File: src/rtl/dir_validator.sv
// dir_validator: walks one direction of the board from a candidate move,
// counts opponent discs until a terminating cell, and reports whether the
// direction captures anything. The board RAM has a one-cycle read latency.
module dir_validator #(
  parameter int CELLS = 100,
  parameter int AW    = 7
) (
  input  logic          clock,
  input  logic          reset,
  input  logic          enable,
  input  logic          ld,
  input  logic [4:0]    step_in,
  input  logic          step_sign_in,
  input  logic [AW-1:0] pos_in,
  input  logic          player_in,
  output logic [AW-1:0] mem_addr_o,
  input  logic [1:0]    mem_data_i,
  output logic          s_done_o,
  output logic          dir_status_o,
  output logic [3:0]    flip_cnt_o
);

  localparam logic [2:0] IDLE      = 3'd0;
  localparam logic [2:0] RD_ORIGIN = 3'd1;
  localparam logic [2:0] EV_ORIGIN = 3'd2;
  localparam logic [2:0] RD_NEXT   = 3'd3;
  localparam logic [2:0] EV_NEXT   = 3'd4;
  localparam logic [2:0] DONE      = 3'd5;

  // One extra bit so that both underflow and overflow of cur +/- step are visible.
  localparam int            SW       = AW + 1;
  localparam logic [SW-1:0] MAX_ADDR = SW'(CELLS - 1);
  localparam logic [3:0]    CNT_MAX  = 4'd8;
  localparam logic [1:0]    CELL_EMPTY = 2'b00;

  logic [2:0]    state_q, state_d;
  logic [4:0]    step_q, step_d;
  logic          sign_q, sign_d;
  logic [AW-1:0] pos_q, pos_d;
  logic          player_q, player_d;
  logic [AW-1:0] cur_q, cur_d;
  logic [3:0]    cnt_q, cnt_d;
  logic [AW-1:0] addr_q, addr_d;
  logic          status_q, status_d;
  logic [3:0]    flip_q, flip_d;

  logic [1:0]    ownColour, oppColour;
  logic [SW-1:0] curWide, stepWide, sumWide;
  logic          stepOutOfRange;
  logic [AW-1:0] nextCur;

  assign ownColour = player_q ? 2'b10 : 2'b01;
  assign oppColour = player_q ? 2'b01 : 2'b10;
  assign curWide   = {1'b0, cur_q};
  assign stepWide  = SW'(step_q);
  assign nextCur   = sumWide[AW-1:0];

  // Next address along the direction, flagged when it leaves the board array.
  always_comb begin
    sumWide        = '0;
    stepOutOfRange = 1'b0;
    if (sign_q) begin
      sumWide        = curWide - stepWide;
      stepOutOfRange = (stepWide > curWide);
    end else begin
      sumWide        = curWide + stepWide;
      stepOutOfRange = (sumWide > MAX_ADDR);
    end
  end

  // Walk controller: read a cell, evaluate it one cycle later, repeat until a terminator.
  always_comb begin
    state_d  = state_q;
    step_d   = step_q;
    sign_d   = sign_q;
    pos_d    = pos_q;
    player_d = player_q;
    cur_d    = cur_q;
    cnt_d    = cnt_q;
    addr_d   = addr_q;
    status_d = status_q;
    flip_d   = flip_q;

    case (state_q)
      IDLE: begin
        if (ld) begin
          step_d   = step_in;
          sign_d   = step_sign_in;
          pos_d    = pos_in;
          player_d = player_in;
        end
        if (enable) begin
          cur_d   = ld ? pos_in : pos_q;
          addr_d  = ld ? pos_in : pos_q;
          cnt_d   = '0;
          state_d = RD_ORIGIN;
        end
      end
      RD_ORIGIN: state_d = EV_ORIGIN;
      EV_ORIGIN: begin
        if (mem_data_i != CELL_EMPTY || stepOutOfRange) begin
          status_d = 1'b0;
          flip_d   = '0;
          state_d  = DONE;
        end else begin
          cur_d   = nextCur;
          addr_d  = nextCur;
          state_d = RD_NEXT;
        end
      end
      RD_NEXT: state_d = EV_NEXT;
      EV_NEXT: begin
        if (mem_data_i == oppColour) begin
          if (cnt_q == CNT_MAX || stepOutOfRange) begin
            status_d = 1'b0;
            flip_d   = '0;
            state_d  = DONE;
          end else begin
            cnt_d   = cnt_q + 4'd1;
            cur_d   = nextCur;
            addr_d  = nextCur;
            state_d = RD_NEXT;
          end
        end else if (mem_data_i == ownColour) begin
          status_d = (cnt_q != 4'd0);
          flip_d   = cnt_q;
          state_d  = DONE;
        end else begin
          status_d = 1'b0;
          flip_d   = '0;
          state_d  = DONE;
        end
      end
      DONE:    state_d = IDLE;
      default: state_d = IDLE;
    endcase
  end

  // State and operand registers with synchronous active-low clear.
  always_ff @(posedge clock) begin
    if (!reset) begin
      state_q  <= IDLE;
      step_q   <= '0;
      sign_q   <= 1'b0;
      pos_q    <= '0;
      player_q <= 1'b0;
      cur_q    <= '0;
      cnt_q    <= '0;
      addr_q   <= '0;
      status_q <= 1'b0;
      flip_q   <= '0;
    end else begin
      state_q  <= state_d;
      step_q   <= step_d;
      sign_q   <= sign_d;
      pos_q    <= pos_d;
      player_q <= player_d;
      cur_q    <= cur_d;
      cnt_q    <= cnt_d;
      addr_q   <= addr_d;
      status_q <= status_d;
      flip_q   <= flip_d;
    end
  end

  assign mem_addr_o   = addr_q;
  assign s_done_o     = (state_q == DONE);
  assign dir_status_o = status_q;
  assign flip_cnt_o   = flip_q;

endmodule

File: config.mk
export PLATFORM = sky130hd
export DESIGN_NAME = dir_validator
export DESIGN_NICKNAME = d
export VERILOG_FILES = /design/src/rtl/dir_validator.sv
export SDC_FILE = /design/constraint.sdc
export NUM_CORES = 1
export LEC_CHECK = 0
export CAP_MARGIN = 0
export CORE_AREA = 5 5 81 83
export DETAILED_ROUTE_END_ITERATION = 10
export DIE_AREA = 0 0 86 88
export GPL_TIMING_DRIVEN = 0
export PLACE_DENSITY = 0.66
export RECOVER_POWER = 100
export SLEW_MARGIN = 20
export SYNTH_ARGS = -nofsm -noshare
export SYNTH_HDL_FRONTEND = slang
export SYNTH_SLANG_ARGS = --single-unit
File: constraint.sdc
create_clock -name clock -period 3.1 [get_ports clock]
set_clock_uncertainty 0.1 [all_clocks]
set_input_delay 0.31 -clock clock [delete_from_list [all_inputs] [get_ports clock]]
set_output_delay 0.31 -clock clock [all_outputs]
set_load 0.01 [all_outputs]
Word-level counts from Yosys, hierarchy flattened
Index checks and enable logic that the tools add are counted. Widths: inputs -> output; s select.

Register bits after elaboration: 33. Input bits: 20. Output and inout port bits: 13. Word-level logic and storage cells: 69.

Add/sub/neg operators: 3. $lt $le $gt $ge: 2. Eq/ne operators: 14. Muxes and demuxes: 29. Reduce and logical (&&, ||, !) cells: 12.

Operators with widths (count): $mux 7 (6); $mux 4 (7); $pmux 7 s3 (1); $pmux 4 s2 (2); $pmux 3 s5 (1); $mux 3 (4); $ne 2x2->1 const B (5); $add 7x5->8 (1); $gt 8x7->1 const B (1); $gt 5x7->1 (1); $sub 7x5->7 (1); $eq 3x2->1 const B (2); $eq 3x3->1 const B (2); $reduce_bool 2->1 (3); $mux 1 (5); $reduce_and 5->1 (1); $add 4x1->4 const B (1); $eq 2x2->1 (2); $eq 4x4->1 const B (1); $mux 2 (2); $reduce_and 4->1 (1); $reduce_bool 4->1 (1); $eq 3x1->1 const B (1); $logic_not 3->1 (1); other kinds (6) (7).

Logic depth before layout (Yosys ltp)
Depth after elaboration: 7. Gate-level depth with buffers: 10. Depth with buffers taken out: 10.

Worst setup path before layout
Ideal clock, no wire load.

Path type: reg2reg. From: register mem_addr_o[0] (netlist name). To: register status_q (netlist: dir_status_o). Setup time: 0.117 ns. Arrival: 2.312 ns. Slack: 0.571 ns. Cell stages (with the launch flop): 11. Buffers on the path: 0. Period minus slack after synthesis: 2.529 ns. Cells stage by stage: dfxtp_1 -> ha_1 -> inv_1 -> fa_1 -> o21bai_1 -> a221oi_1 -> xnor2_1 -> o211ai_2 -> and3_1 -> o21a_1 -> a22o_1.

RTL lines: to (signal assigned) (RTL line 161) `status_q <= status_d;`; to (decl) (RTL line 44) `logic status_q, status_d;`.

==> results list <==
- Global routing used 15.2% of the available tracks across all layers.
- Die Outline Area: 7570 µm²
- The tool flagged a number of max-cap violations equal to 0.
- Later-pin clock latency in the skew report: 0.29 ns
- The first global-routing pass estimated 9190 µm of wire.
* Die extent in x: 86 µm
- At the end of routability-driven placement, the weighted congestion stood at 0.830.
* Proportion of register bits with asynchronous set or reset after synthesis: 0%
- Final WS setup: 0.252 ns
- Actual slew at the worst max-slew pin: 0.679 ns
* Final hold vios: 0
- RSZ-0062 raised after global routing: no
- In the final routed layout, each cell accounts on average for 14.1 µm.
* Final number of max-transition violations: 0
- In this run the remaining antenna-violating nets after routing total 0.
* Number of nets in the final layout: 347
- After detailed routing, the number of vias per cell comes to 5.31.
- Die outline height: 88 µm
- TritonCTS built the clock tree.
- Hpwl dp: 4260 µm
- Clock transition at the registers of the reported paths: 0.07 ns
* Crit path required time: 3.23 ns
- For this run, design rule violations remaining after detail routing come to 0.
- Post-Syn Nets: 310
* Number of antenna violations at the first check in global routing: 0
- The flow ran to the end, and the final reports show no timing, DRC or antenna violations.
- Top-level I/O count: 33
- Averaged over all synthesized cells, the footprint is 8.05 µm².
- Worst voltage drop across the vdd grid: 269 µV
* Number of violations reported at the end of detailed-routing iteration 0: 141
- The worst setup path is captured at a register.
- Of the total power, the share spent switching nets is 33.0%.
- For this run, the share of the core covered by cells in the final layout is 46.6%.
- Sequential cells account for 41.0% of the total power.
* Core region area: 5780 µm²
- The worst setup path is of the reg -> reg kind.
- Effective utilization at floorplan: 38.4%
- For this run the aggregate overflow at the end of global routing stands at 0.
- Register-to-Register Path Depth: 10
- The completed layout was analyzed and its total power is 1170 µW.
- The tightest min-delay check is of the reg -> reg type.
* Fraction of layout cells with a size suffix above 1: 6.07%
* Row count: 28
- In this run the tool buffered the top-level ports with 30 buffer cells.
* Area share of the largest cell type after synthesis: 29.7%
- STA puts the critical path data arrival time at 2.97 ns.
* Seq/Total Area, Yosys: 29.7%
- The cell area that synthesis handed to floorplanning was 2220 µm².
- The share of total power dissipated in combinational logic is 29.9%.
- CP Max Fanout: 6
- In this run the static leakage power is 0.00107 µW.
- Maximum level of the CTS H-tree: 2
* Share of total power in the clock network: 29.1%
* Min Tclk post-route: 2.85 ns
* CTS Buf Count: 5
- Relative to the synthesized area, the layout overhead comes to 21.2%.
* Pin count of the biggest net entering global routing: 11
* Sum of negative setup slack: 0 ns
* Clock Sink Count: 33
- Seq cells post-synth: 33
- For this run, the number of Yosys warnings is 0.
- Ant. Diodes: 0
- Top post-synthesis cells by area: sky130_fd_sc_hd__dfxtp_1 (30%), sky130_fd_sc_hd__ha_1 (6.8%), sky130_fd_sc_hd__a21oi_1 (6.1%), sky130_fd_sc_hd__nand2_1 (6.1%), sky130_fd_sc_hd__mux2i_1 (3.6%)
* Total iterations of the first detailed-routing run: 4
- Net Switching: 386 µW
- Routed wire length: 5470 µm
* Max Fclk: 351 MHz
- In this run, distinct cell masters in the synthesized netlist total 55.
- Setup Fix Bufs, Post-CTS: 0
* Final instance area: 2690 µm²
- Endpoints failing setup: 0
- EDFF count, synth: 0
- Root buffer cell: sky130_fd_sc_hd__clkbuf_8
- Library cell with the largest summed area after synthesis: sky130_fd_sc_hd__dfxtp_1
* Vias in the first global route: 1930
- Max clock buf depth: 2
- Counting instances, the worst hold path has a depth of 2.
* Normalized max-slew margin: 54.4%
- DR vias: 2061
* Cell count after synthesis: 276
- Post-DP Area: 2620 µm²
- STA classifies the critical path startpoint as a register.
* Most frequently used flop master after synthesis: sky130_fd_sc_hd__dfxtp_1
- Cell internal power was estimated by the tool at 784 µW.
* Tcrit/Tclk final: 91.9%
* CTS Hold Buffers Added: 0
* Worst-case setup slack after placement: 0.312 ns
- For this design the ratio of total power to cell area is 435 nW/µm².
- Number of gates resized after cts: 0
==> per-stage QoR <==
stage / hold slack, ns / instances
after floorplan: 0.332 / 276
after global placement: 0.340 / 381
after detailed placement: 0.346 / 381
after CTS: 0.355 / 388
after global routing: 0.389 / 388
final: 0.354 / 388
==> critical path: stages, from the launching register on <==
cell	delay, ns
sky130_fd_sc_hd__dfxtp_1	0.40
sky130_fd_sc_hd__ha_1	0.21
sky130_fd_sc_hd__inv_1	0.06
sky130_fd_sc_hd__fa_1	0.44
sky130_fd_sc_hd__o21bai_1	0.26
sky130_fd_sc_hd__a221oi_1	0.14
sky130_fd_sc_hd__xnor2_1	0.17
sky130_fd_sc_hd__o211ai_1	0.16
sky130_fd_sc_hd__nand4_1	0.28
sky130_fd_sc_hd__or3_1	0.42
sky130_fd_sc_hd__a21oi_1	0.13
==> synthesized netlist by cell type (3+ instances only) <==
master,n
sky130_fd_sc_hd__nand3_1,6
sky130_fd_sc_hd__o21a_1,6
sky130_fd_sc_hd__nor3_1,7
sky130_fd_sc_hd__dfxtp_1,33
sky130_fd_sc_hd__o31ai_1,3
sky130_fd_sc_hd__o2111ai_1,3
sky130_fd_sc_hd__nor2b_1,8
sky130_fd_sc_hd__a21o_1,3
sky130_fd_sc_hd__or3b_2,3
sky130_fd_sc_hd__a22o_1,5
sky130_fd_sc_hd__nor2_1,10
sky130_fd_sc_hd__clkbuf_1,12
sky130_fd_sc_hd__a211oi_1,4
sky130_fd_sc_hd__inv_1,14
sky130_fd_sc_hd__nand3b_1,6
sky130_fd_sc_hd__mux2i_1,8
sky130_fd_sc_hd__nand2b_1,7
sky130_fd_sc_hd__a21oi_1,27
sky130_fd_sc_hd__xnor2_1,5
sky130_fd_sc_hd__nor3b_1,4
sky130_fd_sc_hd__nand2_1,36
sky130_fd_sc_hd__ha_1,12
sky130_fd_sc_hd__o21ai_0,11
==> cell families (layout without fill, tap and decap cells) <==
kind of cell | Yosys count | count (layout) | share of synthesized area (%)
buf+inv | 31 | 68 | 5.69
fa+ha+maj | 14 | 14 | 8.56
compound gates | 83 | 83 | 25.6
mux | 9 | 9 | 4.11
flops | 33 | 33 | 29.7
simple gates | 101 | 101 | 24.3
xor+xnor | 5 | 5 | 1.97
==> sequential cells by signal (all words and copies together) (netlist names) <==
register and count:
player_q 1, pos_q 7, state_q 3, cnt_q 4, sign_q 1, flip_cnt_o 4
step_q 5, dir_status_o 1, mem_addr_o 7
==> cells in the final DEF, fill, tap and decap left out, types with 2 or more instances in the layout <==
cell,count
sky130_fd_sc_hd__or3_1,2
sky130_fd_sc_hd__a22o_1,5
sky130_fd_sc_hd__a21o_1,3
sky130_fd_sc_hd__nor3b_1,4
sky130_fd_sc_hd__fa_1,2
sky130_fd_sc_hd__o21ai_0,11
sky130_fd_sc_hd__nand2_1,37
sky130_fd_sc_hd__nor2_1,10
sky130_fd_sc_hd__clkdlybuf4s50_1,17
sky130_fd_sc_hd__nor2b_1,8
sky130_fd_sc_hd__o2111ai_1,3
sky130_fd_sc_hd__nand3_1,6
sky130_fd_sc_hd__or3b_2,3
sky130_fd_sc_hd__inv_1,14
sky130_fd_sc_hd__and3b_1,2
sky130_fd_sc_hd__a2111oi_0,2
sky130_fd_sc_hd__o21a_1,6
sky130_fd_sc_hd__dfxtp_1,33
sky130_fd_sc_hd__buf_2,2
sky130_fd_sc_hd__nor3_1,7
sky130_fd_sc_hd__a211o_1,2
sky130_fd_sc_hd__nand3b_1,6
sky130_fd_sc_hd__xnor2_1,5
sky130_fd_sc_hd__o31ai_1,3
sky130_fd_sc_hd__clkbuf_8,6
sky130_fd_sc_hd__clkbuf_1,12
sky130_fd_sc_hd__or4_1,2
sky130_fd_sc_hd__ha_1,12
sky130_fd_sc_hd__buf_4,2
sky130_fd_sc_hd__dlygate4sd3_1,13
sky130_fd_sc_hd__a31oi_1,2
sky130_fd_sc_hd__nand2b_1,7
sky130_fd_sc_hd__o211ai_1,3
sky130_fd_sc_hd__a21oi_1,27
sky130_fd_sc_hd__a211oi_1,4
sky130_fd_sc_hd__mux2i_1,8
==> cell type report <==
class	instances	area, µm²
Multi-Input combinational cell	212	1420
Sequential cell	33	661
Inverter	15	56.3
Tap cell	75	93.8
Clock buffer	6	82.6
Timing Repair Buffer	30	300
Buffer	16	70.1
Fill cell	605	3090
Clock inverter	1	7.51
==> layer usage <==
metal / wire (µm) / vias up / part of all wire (%) / track usage [%]
li1: - / 1067 / - / -
met1: 2760 / 957 / 50 / 21.0
met2: 2460 / 31 / 45 / 23.9
met3: 167 / 6 / 3.1 / 2.73
met4: 82 / 0 / 1.5 / 5.18
met5: 0 / - / 0 / 0
==> power by group through the flow <==
stage | Clock [µW] | Combinational [µW] | Sequential [µW]
after floorplan | 0 | 246 | 487
after global placement | 0 | 353 | 489
after detailed placement | 0 | 356 | 490
after CTS | 344 | 358 | 480
after global routing | 368 | 388 | 485
final | 341 | 349 | 480
==> final timing paths <==
check | startpoint | endpoint | slack, ns
hold / removal | pos_q[0] | pos_q[0] | 0.35
setup reg to reg | mem_addr_o[0] | cnt_q[3] | 0.25
hold reg to reg | pos_q[0] | pos_q[0] | 0.35
setup / recovery | mem_addr_o[0] | cnt_q[3] | 0.25
(Power assumes the default switching activity.)
